===== src/rtl/riscie_mul_pkg.sv =====
// rtl/riscie_mul_pkg.sv - shared types for the radix-4 Booth MUL path
package riscie_mul_pkg;

  typedef enum logic [1:0] {
    IDLE = 2'd0,
    CALC = 2'd1,
    DONE = 2'd2
  } mul_state_t;

  typedef enum logic [2:0] {
    ZERO = 3'd0,
    POS1 = 3'd1,
    POS2 = 3'd2,
    NEG1 = 3'd3,
    NEG2 = 3'd4
  } booth_digit_t;

  localparam logic [4:0] ALU_CTL_MUL = 5'b00010;

  // Group is {b[2i+1], b[2i], b[2i-1]}; value = -2*g[2] + g[1] + g[0]
  function automatic booth_digit_t booth_encode(input logic [2:0] grp);
    case (grp)
      3'b001, 3'b010: return POS1;
      3'b011:         return POS2;
      3'b100:         return NEG2;
      3'b101, 3'b110: return NEG1;
      default:        return ZERO;
    endcase
  endfunction

endpackage


===== src/rtl/booth_mul_unit_if.sv =====
// rtl/booth_mul_unit_if.sv - start/busy/done handshake and operand/result bus of the multiplier
interface booth_mul_unit_if #(
  parameter int WIDTH = 32
);
  logic             start;
  logic             is_signed;
  logic             abort;
  logic [WIDTH-1:0] a_in;
  logic [WIDTH-1:0] b_in;
  logic             busy;
  logic             done;
  logic [WIDTH-1:0] hi_out;
  logic [WIDTH-1:0] lo_out;

  modport master (
    output start, is_signed, abort, a_in, b_in,
    input  busy, done, hi_out, lo_out
  );

  modport slave (
    input  start, is_signed, abort, a_in, b_in,
    output busy, done, hi_out, lo_out
  );
endinterface


===== src/rtl/booth_r4_encoder.sv =====
// rtl/booth_r4_encoder.sv - combinational radix-4 Booth digit encoder
module booth_r4_encoder
  import riscie_mul_pkg::*;
(
  input  logic [2:0]   i_grp,
  output booth_digit_t o_digit
);

  assign o_digit = booth_encode(i_grp);

endmodule


===== src/rtl/booth_mul_unit.sv =====
// rtl/booth_mul_unit.sv - multi-cycle radix-4 Booth multiplier, signed/unsigned, HI/LO result
module booth_mul_unit
  import riscie_mul_pkg::*;
#(
  parameter int WIDTH = 32
)(
  input  logic            i_clk,
  input  logic            i_clear_n,
  booth_mul_unit_if.slave bus
);

  localparam int ITER = WIDTH / 2 + 1;
  localparam int EW   = WIDTH + 2;
  localparam int AW   = 2 * WIDTH + 4;
  localparam int CW   = $clog2(ITER);

  mul_state_t              r_state;
  logic                    r_busy;
  logic                    r_done;
  logic [WIDTH-1:0]        r_hi;
  logic [WIDTH-1:0]        r_lo;
  logic [CW-1:0]           r_cnt;
  logic signed [AW-1:0]    r_acc;
  logic signed [EW-1:0]    r_a;
  logic [EW:0]             r_b;

  booth_digit_t            w_digit;
  logic signed [EW:0]      w_a1;
  logic signed [EW:0]      w_a2;
  logic signed [EW:0]      w_mult;
  logic signed [AW:0]      w_sum;
  logic signed [AW-1:0]    w_shr;
  logic signed [EW-1:0]    w_a_load;
  logic [EW-1:0]           w_b_load;
  logic                    w_last;

  assign w_a_load = bus.is_signed ? {{2{bus.a_in[WIDTH-1]}}, bus.a_in} : {2'b00, bus.a_in};
  assign w_b_load = bus.is_signed ? {{2{bus.b_in[WIDTH-1]}}, bus.b_in} : {2'b00, bus.b_in};

  booth_r4_encoder u_enc (
    .i_grp   (r_b[2:0]),
    .o_digit (w_digit)
  );

  assign w_a1 = {r_a[EW-1], r_a};
  assign w_a2 = {r_a, 1'b0};

  always_comb begin
    w_mult = '0;
    case (w_digit)
      POS1:    w_mult = w_a1;
      POS2:    w_mult = w_a2;
      NEG1:    w_mult = -w_a1;
      NEG2:    w_mult = -w_a2;
      default: w_mult = '0;
    endcase
  end

  // Digit multiple enters at the top; one guard bit keeps the pre-shift sum exact
  assign w_sum  = {r_acc[AW-1], r_acc} + {w_mult, {EW{1'b0}}};
  assign w_shr  = {w_sum[AW], w_sum[AW:2]};
  assign w_last = (r_cnt == CW'(ITER - 1));

  always_ff @(posedge i_clk) begin
    if (!i_clear_n) begin
      r_state <= IDLE;
      r_busy  <= 1'b0;
      r_done  <= 1'b0;
      r_hi    <= '0;
      r_lo    <= '0;
      r_cnt   <= '0;
      r_acc   <= '0;
      r_a     <= '0;
      r_b     <= '0;
    end else begin
      r_done <= 1'b0;
      case (r_state)
        IDLE, DONE: begin
          if (bus.start) begin
            r_a     <= w_a_load;
            r_b     <= {w_b_load, 1'b0};
            r_acc   <= '0;
            r_cnt   <= '0;
            r_busy  <= 1'b1;
            r_state <= CALC;
          end else begin
            r_state <= IDLE;
          end
        end
        CALC: begin
          if (bus.abort) begin
            r_busy  <= 1'b0;
            r_state <= IDLE;
          end else begin
            r_acc <= w_shr;
            r_b   <= r_b >> 2;
            r_cnt <= r_cnt + 1'b1;
            if (w_last) begin
              r_hi    <= w_shr[2*WIDTH-1:WIDTH];
              r_lo    <= w_shr[WIDTH-1:0];
              r_busy  <= 1'b0;
              r_done  <= 1'b1;
              r_state <= DONE;
            end
          end
        end
        default: begin
          r_busy  <= 1'b0;
          r_state <= IDLE;
        end
      endcase
    end
  end

  assign bus.busy   = r_busy;
  assign bus.done   = r_done;
  assign bus.hi_out = r_hi;
  assign bus.lo_out = r_lo;

endmodule


===== src/flat_wrapper.sv =====
// flat-port wrapper written by rule: the top's interface ports become plain ports
module booth_mul_unit_flat import riscie_mul_pkg::*;
#(
  parameter int WIDTH = 32
)
  (i_clk, i_clear_n, bus_start, bus_is_signed, bus_abort, bus_a_in, bus_b_in, bus_busy, bus_done, bus_hi_out, bus_lo_out);
  booth_mul_unit_if #(.WIDTH(WIDTH)) bus_i ();
  input  logic i_clk;
  input  logic i_clear_n;
  input wire logic [$bits(bus_i.start)-1:0] bus_start;
  input wire logic [$bits(bus_i.is_signed)-1:0] bus_is_signed;
  input wire logic [$bits(bus_i.abort)-1:0] bus_abort;
  input wire logic [$bits(bus_i.a_in)-1:0] bus_a_in;
  input wire logic [$bits(bus_i.b_in)-1:0] bus_b_in;
  output wire logic [$bits(bus_i.busy)-1:0] bus_busy;
  output wire logic [$bits(bus_i.done)-1:0] bus_done;
  output wire logic [$bits(bus_i.hi_out)-1:0] bus_hi_out;
  output wire logic [$bits(bus_i.lo_out)-1:0] bus_lo_out;
  assign bus_i.start = bus_start;
  assign bus_i.is_signed = bus_is_signed;
  assign bus_i.abort = bus_abort;
  assign bus_i.a_in = bus_a_in;
  assign bus_i.b_in = bus_b_in;
  assign bus_busy = bus_i.busy;
  assign bus_done = bus_i.done;
  assign bus_hi_out = bus_i.hi_out;
  assign bus_lo_out = bus_i.lo_out;
  booth_mul_unit #(.WIDTH(WIDTH)) u_core (.i_clk(i_clk), .i_clear_n(i_clear_n), .bus(bus_i));
endmodule

===== config.mk =====
export PLATFORM = sky130hd
export DESIGN_NAME = booth_mul_unit_flat
export DESIGN_NICKNAME = d
export VERILOG_FILES = /design/src/rtl/riscie_mul_pkg.sv /design/src/rtl/booth_mul_unit_if.sv /design/src/rtl/booth_r4_encoder.sv /design/src/rtl/booth_mul_unit.sv /design/src/flat_wrapper.sv
export SDC_FILE = /design/constraint.sdc
export NUM_CORES = 1
export LEC_CHECK = 0
export ABC_AREA = 1
export CAP_MARGIN = 20
export CORE_MARGIN = 2
export CORE_UTILIZATION = 57
export DETAILED_ROUTE_END_ITERATION = 10
export HOLD_SLACK_MARGIN = 0.02
export PLACE_DENSITY = 0.81
export SKIP_LAST_GASP = 1
export SYNTH_ARGS = -nofsm -noshare
export SYNTH_HDL_FRONTEND = slang
export SYNTH_SLANG_ARGS = --single-unit

===== constraint.sdc =====
create_clock -name i_clk -period 4.2 [get_ports i_clk]
set_input_delay 1.26 -clock i_clk [delete_from_list [all_inputs] [get_ports i_clk]]
set_output_delay 1.26 -clock i_clk [all_outputs]
set_load 0.005 [all_outputs]

==> summary.txt <==
result of the run -> finished, final reports clean
met3 capacity usage during global routing -> 5.597%
routed wire length per instance -> 17.06 um
antenna fix cells -> 0
Final Core Density -> 69.88%
post-layout net count -> 1912
Post-synth EDFFs -> 0
synthesized-area fraction occupied by and/or/nand/nor cells -> 30.08%
via count of the first global-routing pass -> 11040
GRT Resource Usage Total -> 32.94%
RePlAce Congestion -> 0.9812
core area -> 19530 um2
tightest slew margin relative to the limit -> 47.17%
Worst Slack Setup Final -> 0.3439 ns
area enclosed by the die boundary -> 21100 um2
Post-Synth XOR/XNOR Area -> 3.312%
Maximum Capacitance Violations -> 0
wire length after detailed routing -> 35.55 mm
synthesized cell area -> 11370 um2
clock tree sinks -> 205
worst-path maximum fanout -> 10
Primary FF master, synth -> sky130_fd_sc_hd__dfxtp_1
# resized after CTS -> 0
capture point of the worst reg-to-reg path -> u_core.bus.hi_out[16]
count of input and output buffers -> 134
clock skew -> 0.01237 ns
clk_lat worst skew -> 0.53 ns
unrepaired setup endpoints after global routing -> false
launching point of the worst reg2reg path -> u_core.r_b[1]
maximum number of pins on one net before global-route repair -> 69
clock-pin slew on the worst setup and hold paths -> 0.07 ns
number of DRC violations after detailed routing -> 0
Fmax achieved -> 259.3 MHz
peak ir drop on the vdd network -> 312.5 uV
worst setup slack after placement -> 0.4658 ns
Netlist cell types -> 49
global-route wire length before repair -> 57.14 mm
commonest non-fill, non-tap cell in the layout -> sky130_fd_sc_hd__nand2_1
number of nets with antenna violations after routing -> 0
Critical Path Source Type -> flip-flop
violation count after the first detailed-route iteration -> 970
critical path class -> reg -> reg
CP Capture Type -> flip-flop
Vert. Die Dim -> 145.3 um
number of pins with negative max-slew slack in the final report -> 0
number of endpoints failing setup at the final stage -> 0
hold-fix buffers at CTS -> 0
fin crit share -> 91.81%
Pleak -> 5.928 nW
Post-Synthesis Mean Instance Area -> 6.678 um2
number of antenna violations at the first check in global routing -> 0
Hold Crit Class -> reg -> reg
asr flop ratio synth -> 0%
share of cells above drive strength 1 -> 5.116%
Period minus WS final -> 3.856 ns
CTS tree -> built
transition time at the pin with the least slew margin -> 0.7924 ns
global routing met2 resource utilization -> 52.09%
total overflow reported by the global router -> 0
number of iterations in the first detailed-routing pass -> 5
Fin Setup TNS -> 0 ns
commonest non-fill, non-tap cells in the layout -> sky130_fd_sc_hd__nand2_1, sky130_fd_sc_hd__dfxtp_1, sky130_fd_sc_hd__nor2_1
endpoints failing hold -> 0
Reg2Reg Depth -> 16
site row count -> 51
maximum number of buffers from clock root to sink -> 3
width of the chip -> 145.3 um
Data arrival, critical path -> 4.32 ns
adder and majority gate portion of the synthesized area -> 4.247%
Final Instance Area -> 13650 um2
launch point of the worst hold path -> u_core.r_state[0]
Starting Density -> 58.24%
cells after synthesis -> 1703
post-detailed-route via-to-cell ratio -> 5.649
Cells on Worst Hold Path -> 1
startpoint of the most critical setup path -> u_core.r_b[1]
via count of the routed design -> 11770
# IOs -> 135
met1 Resource Use GR -> 44.99%
WHS Endpoint -> u_core.bus.busy
post-synthesis sequential element count -> 205
main combinational cell family by area after synthesis -> simple AND/OR/NAND/NOR gates
peak-usage layer in the global routing report -> met2
area added between synthesis and finish -> 19.99%
level count of the clock H-tree -> 1
post-DP HPWL -> 25.68 mm
syn_nets -> 1810
clock root cell -> sky130_fd_sc_hd__clkbuf_16
total power density per cell area -> 366.6 nW/um2
share of cell area taken by muxes after synthesis -> 0%
Yosys warning total -> 0
share of the synthesized area in compound gates (AO/OA/AOI/OAI) -> 18.13%
setup repair bufs after CTS -> 0
sequential area share after synthesis -> 36.09%
register-to-register path setup slack -> 0.34 ns
total CTS buffers -> 23
endpoint required time on the critical path -> 4.67 ns
area of placed instances -> 12870 um2
[where the power goes]
| part | total (mW) | leakage [nW] | switching [mW] | internal (mW) |
|---|---|---|---|---|
| clock | 2.11 | 0.378 | 0.833 | 1.27 |
| sequential | 2.07 | 1.67 | 0.0578 | 2.02 |
| combinational | 0.821 | 3.88 | 0.540 | 0.280 |
| total | 5.00 | 5.93 | 1.43 | 3.57 |
[per-stage QoR]
| stage | hold slack, ns | instances | power, mW |
|---|---|---|---|
| finish | 0.4624 | 2083 | 5.002 |
| global route | 0.4822 | 2083 | 5.202 |
| CTS | 0.4647 | 2083 | 5.012 |
| detailed placement | 0.4524 | 2045 | 2.917 |
| floorplan | 0.4285 | 1703 | 2.651 |
| global placement | 0.4518 | 2045 | 2.911 |
[registers in the layout, indices dropped and copies added (netlist names)]
name,count
u_core.bus.busy,1
u_core.bus.done,1
u_core.bus.hi_out,32
u_core.bus.lo_out,32
u_core.r_a,33
u_core.r_acc,65
u_core.r_b,34
u_core.r_cnt,5
u_core.r_state,2
[synth_stat cells (10+ instances only)]
master	count	share of area, %
sky130_fd_sc_hd__clkbuf_1	49	1.6
sky130_fd_sc_hd__nor2_1	185	6.1
sky130_fd_sc_hd__nor3_1	11	0.48
sky130_fd_sc_hd__o2111ai_1	10	0.77
sky130_fd_sc_hd__o22ai_1	16	0.88
sky130_fd_sc_hd__a21oi_1	147	6.5
sky130_fd_sc_hd__dfxtp_1	205	36
sky130_fd_sc_hd__ha_1	37	4.1
sky130_fd_sc_hd__xor2_1	40	3.1
sky130_fd_sc_hd__nand4_1	13	0.72
sky130_fd_sc_hd__inv_1	145	4.8
sky130_fd_sc_hd__buf_2	14	0.62
sky130_fd_sc_hd__a31oi_1	32	1.8
sky130_fd_sc_hd__nand2_1	469	15
sky130_fd_sc_hd__o21ai_0	122	5.4
sky130_fd_sc_hd__nand3_1	100	4.4
[how the worst max path moves through the flow]
stage	to	slack [ns]
2_1_floorplan	u_core.r_acc[66]	1.25
3_3_place_gp	u_core.bus.hi_out[16]	0.46
3_5_place_dp	u_core.bus.hi_out[16]	0.47
4_1_cts	u_core.bus.hi_out[16]	0.44
5_1_grt	u_core.r_acc[55]	0.12
6_report	u_core.bus.hi_out[16]	0.34
[critical path, cell delays in order, from the launching register on]
cell and delay [ns]:
sky130_fd_sc_hd__dfxtp_1 0.33, sky130_fd_sc_hd__nor2_1 0.22, sky130_fd_sc_hd__nor2_1 0.10, sky130_fd_sc_hd__nand2_1 0.24
sky130_fd_sc_hd__clkinv_1 0.41, sky130_fd_sc_hd__a221o_2 0.56, sky130_fd_sc_hd__ha_1 0.38, sky130_fd_sc_hd__nand2_1 0.12
sky130_fd_sc_hd__o21bai_2 0.17, sky130_fd_sc_hd__nand2_1 0.08, sky130_fd_sc_hd__nand2_1 0.12, sky130_fd_sc_hd__nand2_1 0.10
sky130_fd_sc_hd__nand2_1 0.20, sky130_fd_sc_hd__nor2_1 0.08, sky130_fd_sc_hd__o21ai_0 0.43, sky130_fd_sc_hd__o211ai_1 0.15
sky130_fd_sc_hd__inv_1 0.07
[per-layer routing]
| metal | wire [um] | up-vias | part of all wire, % |
|---|---|---|---|
| met5 | 0 | - | 0 |
| met4 | 1506 | 0 | 4.2 |
| met3 | 2580 | 81 | 7.3 |
| met2 | 15800 | 446 | 44 |
| met1 | 15660 | 5430 | 44 |
| li1 | - | 5809 | - |
[kinds of logic (layout without fill, tap and decap cells)]
kind of cell               count (synthesis)  in the layout
DFF                                      205            205
AOI/OAI and AO/OA                        369            369
and+or+nand+nor                          816            816
buffers and inverters                    232            347
xor gates and xnor gates                  43             43
adders and majority gates                 38             38
[cell type report]
class	count	area (um2)
clock buffers	28	604.3
fillers	1692	5881
repair buffers	155	1509
inverters	154	578.1
clock inverters	10	171.4
flip-flops and latches	205	4104
well taps	265	331.6
multi-input cells	1266	6347
Note: power is estimated with default switching activity, not from simulation.
